$ cat config.mk
export PLATFORM = sky130hd
export DESIGN_NAME = frame_reader_flat
export DESIGN_NICKNAME = d
export VERILOG_FILES = /design/src/rtl/frame_reader_pkg.sv /design/src/rtl/frame_reader_if.sv /design/src/rtl/frame_reader_fifo.sv /design/src/rtl/frame_reader.sv /design/src/flat_wrapper.sv
export SDC_FILE = /design/constraint.sdc
export NUM_CORES = 2
export LEC_CHECK = 0
export CELL_PAD_IN_SITES_DETAIL_PLACEMENT = 0
export CELL_PAD_IN_SITES_GLOBAL_PLACEMENT = 1
export CORE_ASPECT_RATIO = 0.7
export CORE_MARGIN = 2
export CORE_UTILIZATION = 30
export DETAILED_ROUTE_END_ITERATION = 10
export PLACE_DENSITY = 0.55
export SLEW_MARGIN = 20
export SYNTH_ARGS = -nofsm -noshare
export SYNTH_HDL_FRONTEND = slang
export SYNTH_SLANG_ARGS = --single-unit
export TNS_END_PERCENT = 5
$ cat constraint.sdc
create_clock -name clk_133M -period 11.7 [get_ports clk_133M]
set_input_delay 2.34 -clock clk_133M [delete_from_list [all_inputs] [get_ports clk_133M]]
set_output_delay 2.34 -clock clk_133M [all_outputs]
set_load 0.02 [all_outputs]
$ cat src/rtl/frame_reader_pkg.sv
// frame_reader_pkg: shared widths and FSM encoding for the SDRAM frame read path.
package frame_reader_pkg;
    localparam int WORD_W       = 128;
    localparam int ADDR_W       = 25;
    localparam int FRAME_AW_DEF = 23;
    localparam int FRAME_IDX_W  = 2;
    typedef enum logic [1:0] {IDLE, FETCH, DRAIN, DONE} state_t;
endpackage

$ cat src/rtl/frame_reader_if.sv
// frame_reader_if: control, SDRAM read-port and output-stream signals of frame_reader.
//   master: the reader (drives rd_req/rd_address, stream and status outputs)
//   slave : SDRAM controller plus consumer side
interface frame_reader_if;
    import frame_reader_pkg::*;
    logic                   start_frame;
    logic [FRAME_IDX_W-1:0] rd_frame;
    logic                   ram_busy;
    logic                   rd_req;
    logic [ADDR_W-1:0]      rd_address;
    logic [WORD_W-1:0]      ram_rd_data;
    logic                   ram_rd_valid;
    logic [WORD_W-1:0]      out_data;
    logic                   out_valid;
    logic                   out_ready;
    logic                   busy;
    logic                   frame_done;
    logic [15:0]            underrun_cnt;
    modport master (
        input  start_frame, rd_frame, ram_busy, ram_rd_data, ram_rd_valid, out_ready,
        output rd_req, rd_address, out_data, out_valid, busy, frame_done, underrun_cnt
    );
    modport slave (
        output start_frame, rd_frame, ram_busy, ram_rd_data, ram_rd_valid, out_ready,
        input  rd_req, rd_address, out_data, out_valid, busy, frame_done, underrun_cnt
    );
endinterface

$ cat src/rtl/frame_reader_fifo.sv
// reader_fifo: synchronous show-ahead FIFO.
//   clk, rst_n (async, active-low); push/din write; pop/dout read (dout = head, 0 when empty);
//   count/empty/full status.
module reader_fifo #(
    parameter int WIDTH = 128,
    parameter int DEPTH = 16
) (
    input  logic                    clk,
    input  logic                    rst_n,
    input  logic                    push,
    input  logic                    pop,
    input  logic [WIDTH-1:0]        din,
    output logic [WIDTH-1:0]        dout,
    output logic [$clog2(DEPTH):0]  count,
    output logic                    empty,
    output logic                    full
);
    localparam int AW = $clog2(DEPTH);
    logic [WIDTH-1:0] r_mem [DEPTH];
    logic [AW-1:0]    r_wr, r_rd;
    logic [AW:0]      r_count;
    logic             w_push, w_pop;
    assign empty  = r_count == '0;
    assign full   = r_count == (AW+1)'(DEPTH);
    assign w_pop  = pop & ~empty;
    assign w_push = push & ~full;
    assign count  = r_count;
    // Forcing 0 when empty gives a defined head after reset without clearing the array.
    assign dout   = empty ? '0 : r_mem[r_rd];
    always_ff @(posedge clk)
        if (w_push) r_mem[r_wr] <= din;
    always_ff @(posedge clk or negedge rst_n) begin
        if (!rst_n) begin
            r_wr    <= '0;
            r_rd    <= '0;
            r_count <= '0;
        end else begin
            if (w_push) r_wr <= r_wr + 1'b1;
            if (w_pop) r_rd <= r_rd + 1'b1;
            if (w_push != w_pop) r_count <= w_push ? r_count + 1'b1 : r_count - 1'b1;
        end
    end
endmodule

$ cat src/rtl/frame_reader.sv
// frame_reader: fetches one frame from SDRAM as 128-bit words and streams it out.
//   clk_133M, rst_n_133M (async, active-low)
//   bus (frame_reader_if.master): start_frame/rd_frame control, rd_req/rd_address/ram_busy
//   request port, ram_rd_data/ram_rd_valid return port, out_data/out_valid/out_ready stream,
//   busy/frame_done status, underrun_cnt.
//   Optional macro FRAME_READER_UNDERRUN_EN enables the starvation counter.
module frame_reader
    import frame_reader_pkg::*;
#(
    parameter int FRAME_WORDS = 38400,
    parameter int FIFO_DEPTH  = 16,
    parameter int FRAME_AW    = FRAME_AW_DEF
) (
    input logic            clk_133M,
    input logic            rst_n_133M,
    frame_reader_if.master bus
);
    localparam int CW = $clog2(FIFO_DEPTH) + 1;
    localparam int IW = $clog2(FRAME_WORDS + 1);
    localparam logic [IW-1:0] LAST    = IW'(FRAME_WORDS);
    localparam logic [CW:0]   DEPTH_L = (CW+1)'(FIFO_DEPTH);

    state_t                 r_state;
    logic [FRAME_IDX_W-1:0] r_frame;
    logic [FRAME_AW-1:0]    r_offset;
    logic [IW-1:0]          r_issued;
    logic [CW-1:0]          r_outst;
    logic                   r_req, r_busy, r_done;
    logic [ADDR_W-1:0]      r_addr;
    logic [CW-1:0]          w_count;
    logic [CW:0]            w_level;
    logic [WORD_W-1:0]      w_head;
    logic                   w_empty, w_full, w_push, w_pop, w_issue;

    // Returns arriving with nothing outstanding (e.g. after a reset) are stale and dropped.
    assign w_push  = bus.ram_rd_valid & (r_outst != '0);
    assign w_pop   = ~w_empty & bus.out_ready;
    assign w_level = {1'b0, r_outst} + {1'b0, w_count};
    // Outstanding is counted at the decision edge, so the credit check already covers the
    // request that becomes visible on rd_req next cycle.
    assign w_issue = (r_state == FETCH) && !bus.ram_busy && (r_issued != LAST) && (w_level < DEPTH_L);

    reader_fifo #(.WIDTH(WORD_W), .DEPTH(FIFO_DEPTH)) u_fifo (
        .clk   (clk_133M),
        .rst_n (rst_n_133M),
        .push  (w_push),
        .pop   (w_pop),
        .din   (bus.ram_rd_data),
        .dout  (w_head),
        .count (w_count),
        .empty (w_empty),
        .full  (w_full)
    );

    always_ff @(posedge clk_133M or negedge rst_n_133M) begin
        if (!rst_n_133M) begin
            r_state  <= IDLE;
            r_frame  <= '0;
            r_offset <= '0;
            r_issued <= '0;
            r_outst  <= '0;
            r_req    <= 1'b0;
            r_addr   <= '0;
            r_busy   <= 1'b0;
            r_done   <= 1'b0;
        end else begin
            r_req  <= w_issue;
            r_done <= 1'b0;
            if (w_issue) begin
                r_addr   <= ADDR_W'({r_frame, r_offset});
                r_offset <= r_offset + 1'b1;
                r_issued <= r_issued + 1'b1;
            end
            if (w_issue != w_push) r_outst <= w_issue ? r_outst + 1'b1 : r_outst - 1'b1;
            case (r_state)
                IDLE: if (bus.start_frame) begin
                    r_state  <= FETCH;
                    r_frame  <= bus.rd_frame;
                    r_offset <= '0;
                    r_issued <= '0;
                    r_busy   <= 1'b1;
                end
                FETCH: if (r_issued == LAST) r_state <= DRAIN;
                DRAIN: if (r_outst == '0 && w_empty) begin
                    r_state <= DONE;
                    r_done  <= 1'b1;
                end
                DONE: begin
                    r_state <= IDLE;
                    r_busy  <= 1'b0;
                end
                default: r_state <= IDLE;
            endcase
        end
    end

    assert property (@(posedge clk_133M) disable iff (!rst_n_133M) !(w_push && w_full));

    assign bus.rd_req     = r_req;
    assign bus.rd_address = r_addr;
    assign bus.out_data   = w_head;
    assign bus.out_valid  = ~w_empty;
    assign bus.busy       = r_busy;
    assign bus.frame_done = r_done;

`ifdef FRAME_READER_UNDERRUN_EN
    logic [15:0] r_underrun;
    always_ff @(posedge clk_133M or negedge rst_n_133M) begin
        if (!rst_n_133M) r_underrun <= '0;
        else if (r_state == IDLE && bus.start_frame) r_underrun <= '0;
        else if ((r_state == FETCH || r_state == DRAIN) && bus.out_ready && w_empty && r_underrun != 16'hFFFF)
            r_underrun <= r_underrun + 1'b1;
    end
    assign bus.underrun_cnt = r_underrun;
`else
    assign bus.underrun_cnt = '0;
`endif
endmodule

$ cat src/flat_wrapper.sv
// flat-port wrapper written by rule: the top's interface ports become plain ports
module frame_reader_flat import frame_reader_pkg::*;
#(
    parameter int FRAME_WORDS = 38400,
    parameter int FIFO_DEPTH  = 16,
    parameter int FRAME_AW    = FRAME_AW_DEF
)
  (clk_133M, rst_n_133M, bus_start_frame, bus_rd_frame, bus_ram_busy, bus_ram_rd_data, bus_ram_rd_valid, bus_out_ready, bus_rd_req, bus_rd_address, bus_out_data, bus_out_valid, bus_busy, bus_frame_done, bus_underrun_cnt);
  frame_reader_if bus_i ();
  input logic clk_133M;
  input logic rst_n_133M;
  input wire logic [$bits(bus_i.start_frame)-1:0] bus_start_frame;
  input wire logic [$bits(bus_i.rd_frame)-1:0] bus_rd_frame;
  input wire logic [$bits(bus_i.ram_busy)-1:0] bus_ram_busy;
  input wire logic [$bits(bus_i.ram_rd_data)-1:0] bus_ram_rd_data;
  input wire logic [$bits(bus_i.ram_rd_valid)-1:0] bus_ram_rd_valid;
  input wire logic [$bits(bus_i.out_ready)-1:0] bus_out_ready;
  output wire logic [$bits(bus_i.rd_req)-1:0] bus_rd_req;
  output wire logic [$bits(bus_i.rd_address)-1:0] bus_rd_address;
  output wire logic [$bits(bus_i.out_data)-1:0] bus_out_data;
  output wire logic [$bits(bus_i.out_valid)-1:0] bus_out_valid;
  output wire logic [$bits(bus_i.busy)-1:0] bus_busy;
  output wire logic [$bits(bus_i.frame_done)-1:0] bus_frame_done;
  output wire logic [$bits(bus_i.underrun_cnt)-1:0] bus_underrun_cnt;
  assign bus_i.start_frame = bus_start_frame;
  assign bus_i.rd_frame = bus_rd_frame;
  assign bus_i.ram_busy = bus_ram_busy;
  assign bus_i.ram_rd_data = bus_ram_rd_data;
  assign bus_i.ram_rd_valid = bus_ram_rd_valid;
  assign bus_i.out_ready = bus_out_ready;
  assign bus_rd_req = bus_i.rd_req;
  assign bus_rd_address = bus_i.rd_address;
  assign bus_out_data = bus_i.out_data;
  assign bus_out_valid = bus_i.out_valid;
  assign bus_busy = bus_i.busy;
  assign bus_frame_done = bus_i.frame_done;
  assign bus_underrun_cnt = bus_i.underrun_cnt;
  frame_reader #(.FRAME_WORDS(FRAME_WORDS), .FIFO_DEPTH(FIFO_DEPTH), .FRAME_AW(FRAME_AW)) u_core (.clk_133M(clk_133M), .rst_n_133M(rst_n_133M), .bus(bus_i));
endmodule
Word level (Yosys, flattened, before mapping)
Memories as Yosys holds them, arrays and structs flattened. Index checks and enable logic that the tools add are counted.

Register bits: 89. Input port bits: 136. Memory bits (writable): 2048. Memories kept: 1.

Memory list: u_core.u_fifo.r_mem (depth 16, width 128, rd ports 1, clocked after Yosys merged registers in 0, wr ports 1, line frame_reader_fifo.sv:19) `logic [WIDTH-1:0] r_mem [DEPTH];`.

Mux-type cells: 19. Bitwise gates (word level): 6. Magnitude comparators: 1. Reduce and logical (&&, ||, !) cells: 13. $add $sub $neg: 9. Equal/unequal tests: 11.

Operators by type and width (count): $mux 128 (1); $mux 23 (3); $mux 16 (3); $add 23x1->23 const B (1); $add 16x1->16 const B (1); $eq 16x16->1 const B (1); $ne 16x16->1 const B (1); $add 5x1->5 const B (2); $logic_not 5->1 (2); $mux 5 (2); $sub 5x1->5 const B (2); $add 4x1->4 const B (2); $pmux 2 s4 (1); $add 5x5->6 (1); $lt 6x5->1 const B (1); $mux 2 (3); $eq 5x5->1 const B (1); $mux 1 (5); $reduce_bool 5->1 (1); $and 1x1->1 (4); $eq 2x2->1 const B (2); $logic_and 1x1->1 (4); $ne 2x2->1 const B (2); $reduce_and 2->1 (2); other kinds (9) (11).

Logic depth before layout (Yosys ltp)
Depth after elaboration: 7. Gate-level depth with buffers: 15. Mapped depth without buffers: 12.

By module
A second synthesis with hierarchy kept.

Cell total of the unflattened synthesis: 3656. Area, all modules: 81948.6 um2.

Modules (own cells, without submodules): reader_fifo (instances 1, area an instance 78012.3 um2, cells an instance 3231); frame_reader (instances 1, area an instance 3936.3 um2, cells an instance 425).

Least setup slack after synthesis
Ideal clock, no wire load.

Path type: input to register. From: input bus_ram_rd_valid. To: memory u_core.u_fifo.r_mem[3][0] (enable). Setup time: 0.772 ns. Path slack: -0.492 ns. Arrival: 11.420 ns. Stages on the path: 4. Buffers on the path: 1. Path through: o221a_1 -> buf_6 -> nand2_1 -> nor3_1.

Word-level cells in the longest chain between the ends: 4.

Ends and longest elaborated chain: start, declared (line flat_wrapper.sv:16) `input wire logic [$bits(bus_i.ram_rd_valid)-1:0] bus_ram_rd_valid;`; $and 1x1->1 (line frame_reader.sv:36) `assign w_push = bus.ram_rd_valid & (r_outst != '0);`; $and 1x1->1 (line frame_reader_fifo.sv:26) `assign w_push = push & ~full;`; $mux 1 (line frame_reader_fifo.sv:31) `if (w_push) r_mem[r_wr] <= din;`; $mux 1 (not written as such) (line frame_reader_fifo.sv:31); end, declared (line frame_reader_fifo.sv:19).

No other way between the ends.

Final worst setup path
From: register u_core.u_fifo.r_rd[1]. To: output bus_out_data[127].

Word-level cells in the longest chain between the ends: 2.

Ends and longest elaborated chain: start, declared (line frame_reader_fifo.sv:20) `logic [AW-1:0] r_wr, r_rd;`; start signal, assigned (line frame_reader_fifo.sv:39) `if (w_pop) r_rd <= r_rd + 1'b1;`; $mem_v2 16x128; $mux 128 (line frame_reader_fifo.sv:29) `assign dout = empty ? '0 : r_mem[r_rd];`; end, declared (line flat_wrapper.sv:20) `output wire logic [$bits(bus_i.out_data)-1:0] bus_out_data;`.

No other way between the ends.

==> qor.csv <==
metric,value,unit
Main synth FF type,edfxtp_1,
cell area after synthesis,0.0822,sq mm
Synth async-reset ratio,0.0416,
post-synth top area share,0.748,
type of the most critical hold path,flip-flop to flip-flop,
status,"complete, no violations",
Setup CP Type,flip-flop to primary output,
crit end category,primary output,
H-Tree Level Count,4,
worst hold path cell count,2,
final net count,4056,
Sw Share,0.307,
Peak VDD IR,202,uV
clock transition at the registers of the reported paths,0.06,ns
cts bufs inserted,219,
remaining global-route overflow,0,
RR Endpoint,u_core.u_fifo.r_mem[8][70],
CORE AREA,0.272,sq mm
Avg Synthesized Cell Area,23.6,sq um
Cell variety after synth,52,
crit path DAT,4.99,ns
routed wire length,210000,um
I/O pins,309,
Post-CTS Setup Bufs,0,
GP Congestion,0.684,
worst slew pin tran,1.11,ns
clk sinks,2137,
Reg power frac,0.392,
Vias,37600,
# setup viols final,0,
Layout Area Growth over Synthesis,17.5,%
worst-case clock buffer depth,4,
GRT Total Usage,0.149,
TritonCTS clock tree,done,
top-count cell post-synth,edfxtp_1,
Rows,160,
first-pass GRT wire length,299000,um
Relative slew margins,0.258,
Internal,16.8,mW
Clock Latency Late Sink,0.90,ns
post-synth top area cell,edfxtp_1,
Synth warnings,0,
Critical Path Source Type,flip-flop,
WL/cell,27.2,um
vias in the first global route,38900,
worst-case clock skew,0.0935,ns
DRC,0,
fraction of layout cells with a size suffix above 1,0.257,
combinational share of power,0.329,
Via density,4.87,
hold buffers post-CTS,0,
Initial Util,0.302,
final-layout fill cell count,24900,
crit share post-route,0.627,
DIE AREA,0.278,sq mm
maxcap violations,0,
pin count of the biggest net entering global routing,137,
r2r worst-path depth,6,
Hold Slack,0.470,ns
post-route ant nets,0,
Worst Hold Launch,u_core.bus.rd_address[7],
Clock power frac,0.278,
DR iter-0 viols,3461,
P_leak,30.0,nW
Detailed Place HPWL,104000,um
die height,442,um
final setup TNS,0,ns
RSZ-0062 raised after global routing,false,
maximum clock frequency,0.136,GHz
CTS root buf,clkbuf_16,
post-route core utilization,0.355,
synth top area cells,"edfxtp_1, mux4_2, dfrtp_1, and2_1, clkbuf_1",
Critical Path RT,9.36,ns
Synth Register Bits,2137,
Port Buf Inserts,292,
P_sw,7.43,mW
Pre-antenna DRT Iters,7,
initial antenna violation count,29,
Crit Path Max Fanout,135,
Post-synth EDFFs,2048,
FF-to-FF setup slack,7.41,ns
sequential share of the synthesized area,0.775,
Hold Fails Final Rpt,0,
Die X,630,um
Period minus WS final,7.33,ns
Worst Hold Path EP,u_core.bus.rd_address[7],
Syn Inst Count,3489,
r2r startpoint,u_core.r_outst[1],
PwrDens,251,mW/mm^2
Slew Limit Fails,0,
Synth top cells by count,"edfxtp_1, mux4_2, and2_1",
# resized after CTS,0,
-- worst max-delay path by stage --
stage                                from                          to  slack (ns)  depth (start not counted)
detailed placement       bus_ram_rd_valid  u_core.u_fifo.r_mem[4][10]        5.03                          6
finish              u_core.u_fifo.r_rd[1]           bus_out_data[127]        4.37                          6
floorplan                bus_ram_rd_valid   u_core.u_fifo.r_mem[0][0]       -0.46                          4
CTS                 u_core.u_fifo.r_rd[0]           bus_out_data[103]        4.23                          6
global placement         bus_ram_rd_valid   u_core.u_fifo.r_mem[0][8]        5.03                          6
global route        u_core.u_fifo.r_rd[0]            bus_out_data[95]        4.07                          6
-- critical path, cell delays in order (launching register included) --
cell	delay [ns]
dfrtp_4	0.96
buf_12	0.71
buf_12	0.54
mux4_2	0.42
mux4_2	0.51
and2_1	0.18
clkdlybuf4s50_1	0.63
-- through the flow --
| stage | power, mW | worst slack, ns | std cells | area, sq um |
|---|---|---|---|---|
| floorplan | 14.7 | -0.457 | 3504 | 82200 |
| global placement | 17.9 | 5.03 | 7320 | 89800 |
| detailed placement | 17.9 | 5.03 | 7320 | 89800 |
| CTS | 24.7 | 4.23 | 7706 | 96500 |
| global route | 25.3 | 4.07 | 7709 | 96500 |
| finish | 24.2 | 4.37 | 7713 | 96500 |
-- flip-flops by register name, summed over array words and instances (netlist names) --
signal,flops
u_core.r_outst,5
u_core.r_state,2
u_core.bus.rd_req,1
u_core.r_offset,23
u_core.bus.frame_done,1
u_core.u_fifo.r_mem,2048
u_core.bus.rd_address,25
u_core.u_fifo.count,5
u_core.u_fifo.r_rd,4
u_core.u_fifo.r_wr,4
u_core.r_issued,16
u_core.bus.busy,1
u_core.r_frame,2
-- cell families after synthesis --
| group | after synthesis | synth area share |
|---|---|---|
| AO/OA/AOI/OAI | 57 | 0.00432 |
| XOR/XNOR | 30 | 0.00320 |
| other | 1 | 0.0000456 |
| flip-flops | 2137 | 0.775 |
| adder cells (fa/ha/maj) | 24 | 0.00384 |
| AND/OR/NAND/NOR | 370 | 0.0241 |
| multiplexers | 655 | 0.177 |
| buffers and inverters | 215 | 0.0116 |
-- cells in the final DEF (no fill, tap or decap), drive strengths merged, types with 11 or more instances in the layout --
cell	instances
a21oi	23
and2	132
buf	80
bufinv	18
clkbuf	273
clkdlybuf4s50	291
clkinv	82
conb	16
dfrtp	89
edfxtp	2048
ha	22
inv	22
mux4	640
nand2	107
nand2b	11
nand3	18
nand4	12
nor2	36
nor4	17
o21ai	11
xnor2	26
-- routing by layer --
layer,vias to the layer above,global-route usage,wire length (um),share of wire
met5,-,0,137,0.00065
met4,22,0.0311,3850,0.018
met3,277,0.0277,11200,0.053
met2,936,0.233,98600,0.47
met1,20700,0.217,96300,0.46
li1,15600,-,-,-
-- power by group through the flow --
stage                     Combinational, mW  Sequential [mW]  Clock (mW)
after floorplan                        5.10             9.64           0
after global placement                 8.22             9.66           0
after detailed placement               8.20             9.69           0
after CTS                              8.24             9.53        6.95
after global routing                   8.52             9.58        7.24
final                                  7.98             9.51        6.74
-- layout make-up --
class                           count  area, sq um  area share
Antenna cell                        7         17.5    0.000181
Clock buffer                      273         5700      0.0591
Clock inverter                    113         1040      0.0107
Inverter                           15         61.3    0.000635
Multi-Input combinational cell   1152        17700       0.183
Sequential cell                  2137        63700       0.660
Tap cell                         3645         4560      0.0472
Timing Repair Buffer              371         3740      0.0387
Power figures use the tool's default switching activity.
